==> src/rtl/ff10_reg.sv <==
// ff10_reg: behavioural stand-in for the transistor-level 10-bit flip-flop.
// Each bit has its own rise/fall latency in clock edges, counted by a 3-bit
// counter. A D pulse that is shorter than the latency does not reach Q.
// Optional feature macro: FF10_TOGGLE_CNT_EN enables the saturating
// Q-transition counter on TOG_CNT. When the macro is not defined, TOG_CNT is 0.
module ff10_reg #(
  parameter int              WIDTH    = 10,
  parameter int              RISE_LAT = 1,
  parameter int              FALL_LAT = 2,
  parameter logic [WIDTH-1:0] RST_VAL = '0
) (
  input  logic             CK,
  input  logic             RST,
  input  logic [WIDTH-1:0] D,
  output logic [WIDTH-1:0] Q,
  output logic             SETTLED,
  output logic [15:0]      TOG_CNT
);

  // Stop elaboration when a parameter is outside its legal range.
  if (WIDTH < 1) begin : g_bad_width
    $error("ff10_reg: WIDTH must be >= 1");
  end
  if (RISE_LAT < 1 || RISE_LAT > 8) begin : g_bad_rise
    $error("ff10_reg: RISE_LAT must be in 1..8");
  end
  if (FALL_LAT < 1 || FALL_LAT > 8) begin : g_bad_fall
    $error("ff10_reg: FALL_LAT must be in 1..8");
  end

  // The 3-bit counter plus one can reach 8, so the comparison uses 4 bits.
  localparam logic [3:0] RISE_L = 4'(RISE_LAT);
  localparam logic [3:0] FALL_L = 4'(FALL_LAT);

  logic [WIDTH-1:0] q_reg;
  logic [WIDTH-1:0] q_next;
  logic             settled_reg;

  for (genvar gi = 0; gi < WIDTH; gi++) begin : g_bit
    logic [2:0] cnt_reg;
    logic [2:0] cnt_next;
    logic       q_bit_next;
    logic [3:0] lat;

    // Per-bit inertial filter. Q follows D only after D has held a new
    // value for lat consecutive edges. If D returns to Q, the pending change is dropped.
    always_comb begin
      cnt_next   = 3'd0;
      q_bit_next = q_reg[gi];
      lat        = D[gi] ? RISE_L : FALL_L;
      if (D[gi] != q_reg[gi]) begin
        if ({1'b0, cnt_reg} + 4'd1 >= lat) begin
          q_bit_next = D[gi];
        end else begin
          cnt_next = cnt_reg + 3'd1;
        end
      end
    end

    // Pending-edge counter. Reset clears it even when a change is in progress.
    always_ff @(posedge CK) begin
      if (RST) cnt_reg <= 3'd0;
      else     cnt_reg <= cnt_next;
    end

    assign q_next[gi] = q_bit_next;
  end

  // Output register and settled flag. Both come from the next-state logic,
  // so no path from D to an output is combinational.
  always_ff @(posedge CK) begin
    if (RST) begin
      q_reg       <= RST_VAL;
      settled_reg <= 1'b1;
    end else begin
      q_reg       <= q_next;
      settled_reg <= (q_next == D);
    end
  end

  assign Q       = q_reg;
  assign SETTLED = settled_reg;

`ifdef FF10_TOGGLE_CNT_EN
  logic [15:0] tog_reg;
  logic [15:0] tog_inc;
  logic [16:0] tog_sum;

  // Count the Q bits that flip on this edge, then add that number to the saturating total.
  always_comb begin
    tog_inc = 16'd0;
    for (int k = 0; k < WIDTH; k++) begin
      tog_inc = tog_inc + 16'(q_reg[k] ^ q_next[k]);
    end
    tog_sum = {1'b0, tog_reg} + {1'b0, tog_inc};
  end

  // The switching-energy counter stops at 16'hFFFF and never wraps.
  always_ff @(posedge CK) begin
    if (RST)          tog_reg <= 16'd0;
    else if (tog_sum[16]) tog_reg <= 16'hFFFF;
    else              tog_reg <= tog_sum[15:0];
  end

  assign TOG_CNT = tog_reg;
`else
  assign TOG_CNT = 16'h0000;
`endif

endmodule

==> config.mk <==
export PLATFORM = sky130hd
export DESIGN_NAME = ff10_reg
export DESIGN_NICKNAME = d
export VERILOG_FILES = /design/src/rtl/ff10_reg.sv
export SDC_FILE = /design/constraint.sdc
export NUM_CORES = 1
export LEC_CHECK = 0
export BUFFER_PORTS_ARGS = -buffer_cell sky130_fd_sc_hd__buf_2
export CAP_MARGIN = 20
export CORE_MARGIN = 2
export CORE_UTILIZATION = 45
export CTS_CLUSTER_DIAMETER = 200
export DETAILED_ROUTE_END_ITERATION = 16
export PLACE_DENSITY_LB_ADDON = 0.1
export SLEW_MARGIN = 20
export SYNTH_ARGS = -nofsm -noshare
export SYNTH_HDL_FRONTEND = slang
export SYNTH_SLANG_ARGS = --single-unit
==> constraint.sdc <==
create_clock -name CK -period 4.4 [get_ports CK]
set_input_delay 0.88 -clock CK [delete_from_list [all_inputs] [get_ports CK]]
set_output_delay 0.88 -clock CK [all_outputs]
set_load 0.01 [all_outputs]
# Word level (Yosys, flattened, before mapping)
# Cells that the tools add are included.
[op_classes]
n_addsub = 20
magnitude_cmp = 10
eq_ne = 11
muxes = 30
bitwise_logic = 10
n_reduce_logical = 10
[op_table]
columns = ["operator", "n"]
rows = [
  ["$add 3x1->4 const B", 10],
  ["$ge 4x2->1", 10],
  ["$add 3x1->3 const B", 10],
  ["$reduce_or 3->1", 10],
  ["$mux 1", 20],
  ["$mux 2", 10],
  ["$eq 10x10->1", 1],
  ["$ne 1x1->1", 10],
  ["$not 1->1", 10],
]
[totals]
ff_bits = 41
elab_cells = 103

# Depth between registers and ports, before layout
[depth]
depth_word = 5
depth_mapped = 6
depth_no_buf = 6

# Least setup slack after synthesis
# No wires, ideal clock.
[synth_timing]
path_kind = "input -> register"
startpoint = "in D[4]"
endpoint = "reg settled_reg (netlist: SETTLED)"
setup_ns = 0.122
arrival_ns = 1.820
required_time_ns = 4.278
slack_ns = 2.458
path_stages = 6
n_path_buf = 0
cell_sequence = "ha_1 -> nand2b_1 -> a21oi_1 -> nand3_2 -> o2111ai_1 -> o41ai_2"
[synth_via]
elab_chain_cells = 5
elab_cells_between_ends = 6
classes_between = "order compare: 1; eq/ne: 2; mux: 3"
[synth_lines]
columns = ["element", "line_no", "source"]
rows = [
  ["start: declaration", "14", "input logic [WIDTH-1:0] D,"],
  ["$mux 2", "50", "lat = D[gi] ? RISE_L : FALL_L;"],
  ["$ge 4x2->1", "52", "if ({1'b0, cnt_reg} + 4'd1 >= lat) begin"],
  ["$mux 1", "52", ""],
  ["$mux 1", "51", "if (D[gi] != q_reg[gi]) begin"],
  ["$eq 10x10->1 (*)", "77", "settled_reg <= (q_next == D);"],
  ["end signal: assignment", "77", ""],
  ["end: declaration", "37", "logic settled_reg;"],
]
# Mark *: on every way between the ends. The rest lies on a longest branch, timed or not.
# A chain may end at the register's enable or synchronous reset.

# Worst setup path in the final report
# Same ends and word-level chain as after synthesis.

==> results_tabular.tex <==
\begin{tabular}{lr}
\hline
Metric & Value \\
\hline
\multicolumn{2}{l}{\textbf{Pwr}} \\
\quad Areal power density over the cells & 351 nW/um\^{}2 \\
\quad Static Leak & 1.14 nW \\
\quad Max IR drop VDD & 0.218 mV \\
\multicolumn{2}{l}{\textbf{Logic synthesis}} \\
\quad Dominant combinational cell family by area after synthesis & adder cells \\
\quad Average cell area after synthesis & 9.77 um\^{}2 \\
\quad Post-synthesis compound-gate area fraction & 0.110 \\
\quad Synthesized flop and latch total & 41 \\
\quad Synth Area in XOR/XNOR & 0.0455 \\
\quad Synthesis warning total & 0 \\
\quad Adder and majority gate portion of the synthesized area & 0.180 \\
\quad Basic-gate share of the synthesized area counting and, or, nand and nor cells & 0.166 \\
\quad Count of cell types in the netlist & 31 \\
\quad Seq/Total Area, Yosys & 0.393 \\
\quad Cell Area, Synth & 2090 um\^{}2 \\
\quad Ys async rst share & 0 \\
\quad EDFF count, synth & 0 \\
\quad Dominant register cell in the synthesized netlist & dfxtp\_1 \\
\quad Post-Syn Instances & 214 \\
\quad Proportion of synthesized area in mux cells & 0.0383 \\
\multicolumn{2}{l}{\textbf{Worst hold path}} \\
\quad Instance count along the most critical hold path & 2 \\
\quad Critical hold path startpoint & Q[4] \\
\quad Terminating pin of the worst hold path & Q[4] \\
\quad Path class of the lowest-slack min-delay path & reg -> reg \\
\multicolumn{2}{l}{\textbf{Floorplanning}} \\
\quad Area of the placeable core & 4410 um\^{}2 \\
\quad Effective utilization at floorplan & 0.474 \\
\quad Number of rows created at floorplan & 24 \\
\quad Number of I/O pins & 39 \\
\quad Die area & 5210 um\^{}2 \\
\quad Die H & 72.2 um \\
\quad Die X & 72.2 um \\
\multicolumn{2}{l}{\textbf{Cells and area}} \\
\quad Fin util & 0.531 \\
\quad NumNets Final & 291 \\
\quad Fraction of final layout cells with drive strength greater than 1 & 0.132 \\
\quad Antenna diode instance count & 0 \\
\quad Leading cell type in the layout, fill and taps excluded & dfxtp\_1 \\
\quad Commonest non-fill, non-tap cells in the layout & dfxtp\_1 (41), ha\_1 (30), conb\_1 (26) \\
\quad Flip-flop count of the largest register, all copies and words added & 30 \\
\quad Area delta synth->final & 12.1\% \\
\multicolumn{2}{l}{\textbf{GRT}} \\
\quad Wire length of the first global-routing pass & 5430 um \\
\quad Vias in the first global route & 1295 \\
\quad Antenna violations before repair & 0 \\
\quad GR Overflow Total & 0 \\
\quad Maximum number of pins on one net before global-route repair & 32 \\
\quad GRT Total Usage & 0.134 \\
\multicolumn{2}{l}{\textbf{Run status}} \\
\quad Run status & finished clean \\
\multicolumn{2}{l}{\textbf{Route}} \\
\quad Residual DRC count & 0 \\
\quad Routed length per placed instance & 10.4 um \\
\quad Via Count & 1500 \\
\quad Wire length reported by the detailed router & 3150 um \\
\quad Remaining antenna violation count after routing & 0 \\
\quad Detail-routed via count per cell & 4.97 \\
\quad Drt initial violations & 42 \\
\quad Pre-Repair DR Iteration Count & 4 \\
\multicolumn{2}{l}{\textbf{Setup path}} \\
\quad Register-to-Register Setup Slack & 2640 ps \\
\quad Data arrival, critical path & 2120 ps \\
\quad Type of the setup path with the least slack & in -> reg \\
\quad Source of the worst register-to-register timing path & g\_bit[9].cnt\_reg[0] \\
\quad Worst EP required & 4580 ps \\
\quad Sort of element at the start of the critical path & primary input \\
\quad Worst R2R End & SETTLED \\
\quad CP max FO & 4 \\
\quad Worst Setup End Kind & flip-flop \\
\quad Logic depth of the worst register-to-register path & 6 \\
\multicolumn{2}{l}{\textbf{STA}} \\
\quad Final critical path time including I/O delays and setup & 1940 ps \\
\quad Skew final & 6.96 ps \\
\quad Maximum clock frequency & 514 MHz \\
\quad Number of hold violations in the final report & 0 \\
\quad Slew Limit Fails & 0 \\
\quad Unrepaired setup endpoints after global routing & no \\
\quad Slew at the pin with the worst max-slew slack & 577 ps \\
\quad Final worst-path cycle share & 0.442 \\
\quad Final-layout setup total negative slack & 0 ps \\
\quad Finish-stage setup viols & 0 \\
\quad Worst relative slew slack & 0.615 \\
\quad Post-route worst hold slack & 493 ps \\
\multicolumn{2}{l}{\textbf{Clock tree}} \\
\quad Buffers from clock root to sink, at most & 2 \\
\quad Hold buffer count at CTS & 0 \\
\quad Post-CTS setup buffer count & 0 \\
\quad Skew-Pair Late Insertion Delay & 290 ps \\
\quad Number of clock sinks & 41 \\
\quad CTS Root Cell & clkbuf\_8 \\
\quad Clock transition time at the flip-flop clock pins of the worst setup and hold paths & 80 ps \\
\quad CTS tree & built \\
\quad H-tree depth & 2 \\
\quad Cts repair resizes & 0 \\
\quad Number of CTS-inserted buffers & 5 \\
\multicolumn{2}{l}{\textbf{Placement}} \\
\quad Final RePlAce weighted congestion & 0.689 \\
\quad Total of buffers placed on input and output ports & 22 \\
\quad DPL Wire Length & 2370 um \\
\multicolumn{2}{l}{\textbf{Run}} \\
\quad Count of maximum capacitance violations & 0 \\
\hline
\end{tabular}
==> kinds of logic after synthesis <==
family	after synthesis
adder cells (fa/ha/maj)	30
XOR/XNOR	10
multiplexers	8
AND/OR/NAND/NOR	65
buffers and inverters	21
AO/OA/AOI/OAI	38
other	1
flip-flops	41
==> critical path: stages <==
cell and delay, ps:
buf_2 130, ha_1 280, nand2b_1 140, a21oi_1 290
nand3_2 150, o2111ai_1 160, o41ai_2 100
==> synth_stat cells, types with 2 or more instances <==
master | n | area share
dfxtp_1 | 41 | 0.39
ha_1 | 30 | 0.18
a21oi_1 | 20 | 0.048
nor2_1 | 19 | 0.034
buf_4 | 16 | 0.057
nand2_1 | 12 | 0.022
nand2b_1 | 10 | 0.030
mux2i_1 | 8 | 0.038
nor4_1 | 7 | 0.021
nor4b_1 | 7 | 0.029
o21ai_1 | 7 | 0.017
xnor2_1 | 6 | 0.025
nand3_1 | 3 | 0.0072
nor3_1 | 3 | 0.0072
nor3b_1 | 3 | 0.011
xor2_1 | 3 | 0.013
a21boi_1 | 2 | 0.0072
a21o_1 | 2 | 0.0072
clkbuf_1 | 2 | 0.0036
inv_1 | 2 | 0.0036
==> layout make-up <==
| type | count | area [um^2] |
|---|---|---|
| Tap cell | 52 | 65.1 |
| Clock buffer | 7 | 86.3 |
| Sequential cell | 41 | 821 |
| Clock inverter | 1 | 30.0 |
| Timing Repair Buffer | 22 | 110 |
| Inverter | 2 | 7.51 |
| Multi-Input combinational cell | 177 | 1220 |
| Fill cell | 442 | 2070 |
==> routing by layer <==
layer	part of all wire	global-route usage
met1	0.52	0.179
met2	0.41	0.194
met3	0.055	0.0500
met4	0.017	0.0566
met5	0	0
==> through the flow <==
| stage | setup WS (ps) | instances | total power [W] | instance area (um^2) |
|---|---|---|---|---|
| after floorplan | 2460 | 239 | 0.000498 | 2180 |
| after global placement | 2160 | 294 | 0.000520 | 2230 |
| after detailed placement | 2150 | 294 | 0.000521 | 2230 |
| after CTS | 2460 | 302 | 0.000842 | 2340 |
| after global routing | 2360 | 302 | 0.000866 | 2340 |
| final | 2460 | 302 | 0.000823 | 2340 |
==> how the worst max path moves through the flow <==
stage	start	to	slack, ps	cells after the start
2_1_floorplan	D[4]	SETTLED	2460	6
3_3_place_gp	D[3]	SETTLED	2160	7
3_5_place_dp	D[4]	SETTLED	2150	7
4_1_cts	D[4]	SETTLED	2460	7
5_1_grt	D[4]	SETTLED	2360	7
6_report	D[4]	SETTLED	2460	7
==> where the power goes <==
part,internal (W),total [W],switching (W)
sequential,0.000389,0.000401,0.0000129
clock,0.000185,0.000312,0.000128
combinational,0.0000462,0.000109,0.0000629
total,0.000620,0.000823,0.000203
(Power assumes the default switching activity.)
